### src/rtl/pid_multi_channel.sv
// Time-multiplexed PID controller serving N_CH pressure loops in 6-cycle channel slots.
// A single signed multiplier is shared across the P, I and D phases of every slot.
module pid_multi_channel #(
  parameter int DATA_W = 16,
  parameter int COEF_W = 16,
  parameter int N_CH = 4,
  parameter int FRAC_BITS = 7,
  parameter logic signed [DATA_W-1:0] INT_LIM = 16'sd20000,
  localparam int CH_W = (N_CH > 1) ? $clog2(N_CH) : 1
) (
  input  logic                     CLK,
  input  logic                     RESET,
  input  logic                     sample_tick,
  input  logic [N_CH-1:0]          ch_en,
  input  logic [N_CH*DATA_W-1:0]   setpoint,
  input  logic [N_CH*DATA_W-1:0]   meas,
  input  logic signed [COEF_W-1:0] kp,
  input  logic signed [COEF_W-1:0] ki,
  input  logic signed [COEF_W-1:0] kd,
  input  logic signed [DATA_W-1:0] out_min,
  input  logic signed [DATA_W-1:0] out_max,
  output logic [N_CH*DATA_W-1:0]   pid_out,
  output logic                     out_valid,
  output logic [CH_W-1:0]          out_ch,
  output logic                     busy,
  output logic                     overrun
);

  localparam int PROD_W = COEF_W + DATA_W + 1;
  localparam int SUM_W  = DATA_W + COEF_W + 2;
  localparam logic signed [DATA_W-1:0] D_MAX   = {1'b0, {(DATA_W-1){1'b1}}};
  localparam logic signed [DATA_W-1:0] D_MIN   = {1'b1, {(DATA_W-1){1'b0}}};
  localparam logic signed [DATA_W-1:0] NEG_LIM = -INT_LIM;

  typedef enum logic [2:0] {
    S_IDLE = 3'd0,
    S_ERR  = 3'd1,
    S_P    = 3'd2,
    S_I    = 3'd3,
    S_D    = 3'd4,
    S_SUM  = 3'd5,
    S_WR   = 3'd6
  } state_t;

  state_t                    state_r;
  logic [CH_W-1:0]           ch_r;
  logic                      en_r;
  logic signed [DATA_W-1:0]  err_r;
  logic signed [DATA_W-1:0]  icand_r;
  logic signed [DATA_W-1:0]  sum_r;
  logic signed [PROD_W-1:0]  p_r;
  logic signed [PROD_W-1:0]  d_r;
  logic                      sat_hi_r;
  logic                      sat_lo_r;
  logic signed [DATA_W-1:0]  integ_r    [N_CH];
  logic signed [DATA_W-1:0]  prev_err_r [N_CH];
  logic signed [DATA_W-1:0]  pid_r      [N_CH];

  logic [DATA_W-1:0]         sp_a [N_CH];
  logic [DATA_W-1:0]         ms_a [N_CH];
  logic [DATA_W-1:0]         sp_s;
  logic [DATA_W-1:0]         ms_s;
  logic                      en_s;
  logic signed [DATA_W-1:0]  integ_s;
  logic signed [DATA_W-1:0]  prev_s;
  logic signed [DATA_W:0]    err_full_s;
  logic signed [DATA_W:0]    diff_s;
  logic signed [COEF_W-1:0]  mul_a_s;
  logic signed [DATA_W:0]    mul_b_s;
  logic signed [PROD_W-1:0]  prod_s;
  logic signed [PROD_W-1:0]  shift_s;
  logic signed [PROD_W:0]    icand_full_s;
  logic signed [SUM_W-1:0]   sum_s;
  logic                      hold_s;

  for (genvar g = 0; g < N_CH; g++) begin : g_pack
    assign sp_a[g] = setpoint[g*DATA_W +: DATA_W];
    assign ms_a[g] = meas[g*DATA_W +: DATA_W];
    assign pid_out[g*DATA_W +: DATA_W] = pid_r[g];
  end

  function automatic logic signed [DATA_W-1:0] sat_err(input logic signed [DATA_W:0] x);
    logic signed [DATA_W-1:0] r;
    if (x > (DATA_W+1)'(D_MAX)) r = D_MAX;
    else if (x < (DATA_W+1)'(D_MIN)) r = D_MIN;
    else r = x[DATA_W-1:0];
    return r;
  endfunction

  function automatic logic signed [DATA_W-1:0] sat_int(input logic signed [PROD_W:0] x);
    logic signed [DATA_W-1:0] r;
    if (x > (PROD_W+1)'(INT_LIM)) r = INT_LIM;
    else if (x < (PROD_W+1)'(NEG_LIM)) r = NEG_LIM;
    else r = x[DATA_W-1:0];
    return r;
  endfunction

  assign sp_s         = sp_a[ch_r];
  assign ms_s         = ms_a[ch_r];
  assign en_s         = ch_en[ch_r];
  assign integ_s      = integ_r[ch_r];
  assign prev_s       = prev_err_r[ch_r];
  assign err_full_s   = $signed({1'b0, sp_s}) - $signed({1'b0, ms_s});
  assign diff_s       = {err_r[DATA_W-1], err_r} - {prev_s[DATA_W-1], prev_s};
  assign prod_s       = PROD_W'(mul_a_s) * PROD_W'(mul_b_s);
  assign shift_s      = prod_s >>> FRAC_BITS;
  assign icand_full_s = (PROD_W+1)'(integ_s) + (PROD_W+1)'(shift_s);
  assign sum_s        = SUM_W'(p_r) + SUM_W'(icand_r) + SUM_W'(d_r);
  // Integrator is frozen when it would push further into the active clamp.
  assign hold_s       = (sat_hi_r && (icand_r > integ_s)) || (sat_lo_r && (icand_r < integ_s));

  // Operand select for the shared multiplier: one product per P/I/D phase.
  always_comb begin
    mul_a_s = kp;
    mul_b_s = {err_r[DATA_W-1], err_r};
    case (state_r)
      S_I: begin
        mul_a_s = ki;
        mul_b_s = {err_r[DATA_W-1], err_r};
      end
      S_D: begin
        mul_a_s = kd;
        mul_b_s = diff_s;
      end
      default: begin
        mul_a_s = kp;
        mul_b_s = {err_r[DATA_W-1], err_r};
      end
    endcase
  end

  // Sweep sequencer, datapath pipeline registers and per-channel state.
  always_ff @(posedge CLK or posedge RESET) begin
    if (RESET) begin
      state_r   <= S_IDLE;
      ch_r      <= '0;
      en_r      <= 1'b0;
      err_r     <= '0;
      icand_r   <= '0;
      sum_r     <= '0;
      p_r       <= '0;
      d_r       <= '0;
      sat_hi_r  <= 1'b0;
      sat_lo_r  <= 1'b0;
      out_valid <= 1'b0;
      out_ch    <= '0;
      busy      <= 1'b0;
      overrun   <= 1'b0;
      for (int k = 0; k < N_CH; k++) begin
        integ_r[k]    <= '0;
        prev_err_r[k] <= '0;
        pid_r[k]      <= '0;
      end
    end else begin
      out_valid <= 1'b0;
      if (sample_tick && (state_r != S_IDLE)) overrun <= 1'b1;
      else overrun <= overrun;
      case (state_r)
        S_IDLE: begin
          if (sample_tick) begin
            state_r <= S_ERR;
            ch_r    <= '0;
            busy    <= 1'b1;
          end else begin
            state_r <= S_IDLE;
          end
        end
        S_ERR: begin
          err_r   <= sat_err(err_full_s);
          en_r    <= en_s;
          state_r <= S_P;
        end
        S_P: begin
          p_r     <= shift_s;
          state_r <= S_I;
        end
        S_I: begin
          icand_r <= sat_int(icand_full_s);
          state_r <= S_D;
        end
        S_D: begin
          d_r     <= shift_s;
          state_r <= S_SUM;
        end
        S_SUM: begin
          if (sum_s > SUM_W'(out_max)) begin
            sum_r    <= out_max;
            sat_hi_r <= 1'b1;
            sat_lo_r <= 1'b0;
          end else if (sum_s < SUM_W'(out_min)) begin
            sum_r    <= out_min;
            sat_hi_r <= 1'b0;
            sat_lo_r <= 1'b1;
          end else begin
            sum_r    <= sum_s[DATA_W-1:0];
            sat_hi_r <= 1'b0;
            sat_lo_r <= 1'b0;
          end
          state_r <= S_WR;
        end
        S_WR: begin
          if (en_r) begin
            pid_r[ch_r]      <= sum_r;
            prev_err_r[ch_r] <= err_r;
            if (!hold_s) integ_r[ch_r] <= icand_r;
            else integ_r[ch_r] <= integ_s;
          end else begin
            pid_r[ch_r]      <= '0;
            prev_err_r[ch_r] <= '0;
            integ_r[ch_r]    <= '0;
          end
          out_valid <= 1'b1;
          out_ch    <= ch_r;
          if (ch_r == CH_W'(N_CH - 1)) begin
            state_r <= S_IDLE;
            busy    <= 1'b0;
          end else begin
            ch_r    <= ch_r + 1'b1;
            state_r <= S_ERR;
          end
        end
        default: begin
          state_r <= S_IDLE;
          busy    <= 1'b0;
        end
      endcase
    end
  end

endmodule

### config.mk
export PLATFORM = sky130hd
export DESIGN_NAME = pid_multi_channel
export DESIGN_NICKNAME = d
export VERILOG_FILES = /design/src/rtl/pid_multi_channel.sv
export SDC_FILE = /design/constraint.sdc
export NUM_CORES = 2
export LEC_CHECK = 0
export CAP_MARGIN = 15
export CORE_UTILIZATION = 39
export CTS_BUF_LIST = sky130_fd_sc_hd__clkbuf_16
export DETAILED_ROUTE_END_ITERATION = 10
export GPL_ROUTABILITY_DRIVEN = 0
export SETUP_SLACK_MARGIN = 0.02
export SKIP_LAST_GASP = 1
export SLEW_MARGIN = 20
export SYNTH_ARGS = -nofsm -noshare
export SYNTH_HDL_FRONTEND = slang
export SYNTH_SLANG_ARGS = --single-unit
### constraint.sdc
create_clock -name CLK -period 16 [get_ports CLK]
set_input_delay 3.2 -clock CLK [delete_from_list [all_inputs] [get_ports CLK]]
set_output_delay 3.2 -clock CLK [all_outputs]
set_load 0.02 [all_outputs]
# Yosys cells after proc, flatten, opt, wreduce, memory -nomap -nowiden
# Index checks and enable logic that the tools add are counted.
dict set report word_totals {
  reg_bits 305
  latchBits 0
  ramBits 0
  mem_bits_ro 0
  input_bits 215
  out_inout_bits 69
  word_cells 116
  n_memories 0
}
dict set report op_classes {
  addsub 6
  n_mul 1
  div 0
  n_lt_le_gt_ge 11
  eq_ne 10
  shift 0
  muxes 45
  bitwise_logic 6
  reduce_logical 11
}
# cell count
set ops {}
lappend ops {{64-bit bitwise mux} 4}
lappend ops {{64-bit 2-to-1 mux} 4}
lappend ops {{16-bit 2-to-1 mux} 15}
lappend ops {{64-bit AND} 3}
lappend ops {{16-bit binary-select mux with 2-bit select} 4}
lappend ops {{64-bit NOT} 1}
lappend ops {{16-bit by 16-bit subtractor with 17-bit output} 2}
lappend ops {{16-bit by 17-bit multiplier with 33-bit output} 1}
lappend ops {{16-bit demux with 2-bit select} 1}
lappend ops {{16-bit one-hot mux with 2 select lines} 1}
lappend ops {{27-bit by 26-bit adder with 28-bit output} 1}
lappend ops {{28-bit by 16-bit greater-than comparator with 1-bit output} 1}
lappend ops {{28-bit by 16-bit less-than comparator with 1-bit output} 1}
lappend ops {{16-bit by 26-bit adder with 27-bit output} 1}
lappend ops {{26-bit by 16-bit adder with 27-bit output} 1}
lappend ops {{27-bit by 16-bit greater-than comparator with 1-bit output, second input constant} 1}
lappend ops {{27-bit by 16-bit less-than comparator with 1-bit output, second input constant} 1}
lappend ops {{3-bit one-hot mux with 7 select lines} 1}
lappend ops {{17-bit by 16-bit greater-than comparator with 1-bit output, second input constant} 1}
lappend ops {{17-bit by 16-bit less-than comparator with 1-bit output, second input constant} 1}
lappend ops {{17-bit 2-to-1 mux} 1}
lappend ops {{16-bit greater-than comparator} 1}
lappend ops {{16-bit less-than comparator} 1}
lappend ops {{3-bit == test, second input constant} 3}
lappend ops {{22 further kinds} 38}

# Depth between registers and ports, before layout
dict set report logic_depth {
  ltp_word 11
  depth_mapped 62
  ltp_nobuf 56
}

# Worst setup path before layout
# No wires, ideal clock.
dict set report synth_path {
  path_kind {reg2reg}
  startpoint {register ch_r[0]}
  endpoint {register icand_r[15]}
  setup_ps 123
  t_arrival_ps 14243
  required_time_ps 15877
  path_slack_ps 1634
  stages_incl_launch_ff 62
  n_path_buf 6
  period_less_slack_ps 14366
  cell_sequence {dfrtp_1 clkbuf_1 buf_1 clkbuf_1 buf_1 mux4_2 inv_1 ha_1 nor2b_1 o21ai_0 a21boi_0 o21ai_0 a21boi_0 o21ai_0 a21boi_0 o21ai_0 a21boi_0 o21ai_0 [26 not listed] xnor2_1 inv_1 ha_1 and3_1 nand3_1 and3_1 o21ai_0 inv_1 o311a_1 o31ai_2 xor2_1 o21a_1 nand4b_1 or4_1 or4_4 and2_0 buf_2 o221a_1}
}
dict set report synth_via {
  elab_chain_cells 11
}
# item line
set synth_rtl {}
lappend synth_rtl {{from (decl)} 46} ;# logic [CH_W-1:0] ch_r;
lappend synth_rtl {{from (signal assigned)} 218} ;# ch_r <= ch_r + 1'b1;
lappend synth_rtl {{2-bit NOT with 3-bit output (implied by the code) *} 102} ;# assign prev_s = prev_err_r[ch_r];
lappend synth_rtl {{16-bit binary-select mux with 2-bit select *} 102}
lappend synth_rtl {{16-bit 2-to-1 mux (implied by the code) * (2 in series)} 102}
lappend synth_rtl {{16-bit by 16-bit subtractor with 17-bit output *} 104} ;# assign diff_s = {err_r[DATA_W-1], err_r} - {prev_s[DATA_W-1], prev_s};
lappend synth_rtl {{17-bit 2-to-1 mux *} 116} ;# case (state_r)
lappend synth_rtl {{16-bit by 17-bit multiplier with 33-bit output *} 105} ;# assign prod_s = PROD_W'(mul_a_s) * PROD_W'(mul_b_s);
lappend synth_rtl {{via prod_s[19]} 70} ;# logic signed [PROD_W-1:0] prod_s;
lappend synth_rtl {{16-bit by 26-bit adder with 27-bit output *} 107} ;# assign icand_full_s = (PROD_W+1)'(integ_s) + (PROD_W+1)'(shift_s);
lappend synth_rtl {{27-bit by 16-bit less-than comparator with 1-bit output} 93} ;# else if (x < (PROD_W+1)'(NEG_LIM)) r = NEG_LIM;
lappend synth_rtl {{16-bit 2-to-1 mux} 93}
lappend synth_rtl {{16-bit 2-to-1 mux *} 92} ;# if (x > (PROD_W+1)'(INT_LIM)) r = INT_LIM;
lappend synth_rtl {{to (signal assigned)} 178} ;# icand_r <= sat_int(icand_full_s);
lappend synth_rtl {{to (decl)} 49} ;# logic signed [DATA_W-1:0] icand_r;
# The timed path passes the listed nets; every way through them passes the cells marked *. The select of a mux whose other input is x is not followed.
# A chain may end at the register's enable or synchronous reset.

# Final worst setup path
dict set report layout_path {
  startpoint {register ch_r[0]}
  endpoint {register icand_r[12]}
}
# The elaborated chain is that of the path after synthesis.

==> flow_summary.json <==
{
  "clockBufferDepth": 3,
  "synth_seq_area_share": 0.247,
  "synthMuxAreaShare": 0.0675,
  "drc": 0,
  "post_cts_buffers": 0,
  "period_minus_slack_ps": 14640,
  "min_period_over_period": 0.915,
  "diodes": 0,
  "grt.overflow.total": 0,
  "cp_slowest_stage_delay_ps": 600,
  "hpwl_um": 71200,
  "drtIter0Drc": 1922,
  "rsz0062_at_grt": "false",
  "fill_cells": 7600,
  "grt_max_degree": 106,
  "synth-xor-area-share": 0.0310,
  "slew_headroom": 0.205,
  "hold_buffers": 0,
  "ys.flop_type": "dfrtp_1",
  "port-buffer-count": 283,
  "seq_area_sq_um": 7640,
  "worstSetupPathType": "reg2reg",
  "core_sq_um": 77800,
  "start_util": 0.396,
  "finClkSkew_ps": 33.1,
  "vias": 24900,
  "ctsResizeCount": 0,
  "synth_nets": 4194,
  "wl_per_cell_um": 18.7,
  "num_io_pins": 284,
  "clkLatencyLatePin_ps": 560,
  "clk_pin_slew_worst_paths_ps": 60,
  "rows": 102,
  "cp-end-kind": "flip-flop",
  "cts_inserted_buffers": 36,
  "ys_types": 86,
  "cp.arrival_ps": 15080,
  "cp_slowest_cell": "dfrtp_4",
  "synth_top_area_frac": 0.247,
  "worst_ep_required_time_ps": 16440,
  "async_flop_share": 1.00,
  "yosys_warnings": 0,
  "final_nets": 4438,
  "antenna_found_initial": 1,
  "grt_pass1_vias": 25000,
  "viasPerCell": 5.25,
  "synth-compound-area-share": 0.136,
  "first_pass_iters": 5,
  "synthAdderAreaFrac": 0.297,
  "synth_top_family_by_area": "adder cells",
  "status": "finished clean",
  "synth_edf_count": 0,
  "routed_wirelength_um": 88900,
  "clock_sink_count": 305,
  "drv_cap": 0,
  "hp-class": "reg2reg",
  "yosys.area_share.simple": 0.146,
  "die_x_um": 283,
  "max_freq_mhz": 68.3,
  "worst_pin_slew_ps": 1160,
  "hold_viol": 0,
  "die_height_um": 283,
  "syn_area_sq_um": 30900,
  "synthCells": 3440,
  "setup_viol": 0,
  "antenna_left": 0,
  "ctsHtreeMaxLevel": 2,
  "slew_viol_final": 0,
  "multi_input_area_sq_um": 20900,
  "synth.avg_cell_area_sq_um": 8.97,
  "drive_above_1_share": 0.0654,
  "ys_top_cells_by_area": "dfrtp_1, fa_1, ha_1",
  "root_buffer": "clkbuf_16",
  "ys_ff_latch": 305,
  "die-area_sq_um": 80200,
  "tns_ps": 0,
  "crit_path_start_kind": "flip-flop",
  "path_max_fanout": 16,
  "syn_to_final_growth_pct": 16.7,
  "grt_usage": 0.221,
  "cts_tree": "built",
  "grt_pass1_wl_um": 141000,
  "yosysTopAreaCell": "dfrtp_1"
}
## cell type report
cell class	count	share of cell area
clock buffers	37	0.0257
clock inverters	18	0.00337
inverters	481	0.0504
multi-input cells	2521	0.582
flip-flops and latches	305	0.212
well taps	1040	0.0362
repair buffers	339	0.0904
## registers in the layout, summed over array words and instances, names as in the netlist, 2 cells and up
register	count
ch_r	2
d_r	26
err_r	16
icand_r	16
integ_r	64
out_ch	2
p_r	26
pid_out	64
prev_err_r	64
state_r	3
sum_r	16
## cells in the final DEF, fill, tap and decap left out, drive strengths merged, types with 26 or more instances in the layout
cell	synthesis	layout
clkdlybuf4s50	0	283
o21ai	347	347
clkbuf	111	37
ha	240	240
xnor2	78	78
fa	299	299
buf	22	56
and3	31	31
a21oi	152	152
xor2	26	26
nand4	30	30
mux2i	36	36
nor3	37	37
nand2b	47	47
nand3	33	33
nand2	560	560
dfrtp	305	305
mux4	64	64
nor2	204	204
a21o	50	50
inv	480	485
## worst paths after layout
| path | from | end | slack [ps] | depth (start not counted) |
|---|---|---|---|---|
| max in group asynchronous | RESET | ch_r[1] | 11260 | 3 |
| max | ch_r[0] | icand_r[12] | 1360 | 56 |
| max reg2reg | ch_r[0] | icand_r[12] | 1360 | 56 |
| min in group asynchronous | RESET | pid_out[8] | 3150 | 2 |
| min | overrun | overrun | 470 | 1 |
| min reg2reg | overrun | overrun | 470 | 1 |
## synth_stat cells, types with 19 or more instances
master and number:
a21o_1 50, o21ai_0 341, mux2i_1 36, mux4_2 64, mux2_2 25, nor2b_1 23, inv_1 478, a21oi_1 151
or2_2 19, and3_1 30, nand3_1 33, xnor2_1 78, clkbuf_1 111, dfrtp_1 305, nand2b_1 47, ha_1 240
nor3_1 37, nand4_1 30, xor2_1 26, fa_1 299, nand2_1 560, nor2_1 203
## through the flow
step	setup WS, ps	hold WS [ps]	area [sq um]	std cells	utilization
6_report	1360	472	36000	4741	0.462
5_1_grt	326	496	36000	4741	0.462
4_1_cts	1420	472	36000	4741	0.462
3_5_place_dp	1250	454	34900	4686	0.449
3_3_place_gp	1530	457	34900	4686	0.449
2_1_floorplan	1630	444	30900	3440	-
## layer usage
layer / up-vias / GRT usage / routed length, um
li1: 11900 / - / -
met1: 12200 / 0.324 / 42000
met2: 709 / 0.353 / 40700
met3: 75 / 0.0258 / 4920
met4: 0 / 0.0436 / 1320
met5: - / 0 / 0
## cells by family (layout without fill, tap and decap cells)
family          after synthesis  count (layout)
compound gates              703             703
xor+xnor                    106             106
fa+ha+maj                   557             557
buf+inv                     614             875
flops                       305             305
mux                         125             125
simple gates               1030            1030
## critical path: cells and delay by family (launching register included)
family	cells	cell delay, ps
AO/OA/AOI/OAI	18	4590
buffers and inverters	9	1060
flip-flops	1	600
AND/OR/NAND/NOR	15	3080
adder cells (fa/ha/maj)	9	3970
XOR/XNOR	3	530
multiplexers	2	680
Power is left out: the tool's default activity adds up to more than one toggle a clock period on the data nets, which glitch-free logic cannot reach.
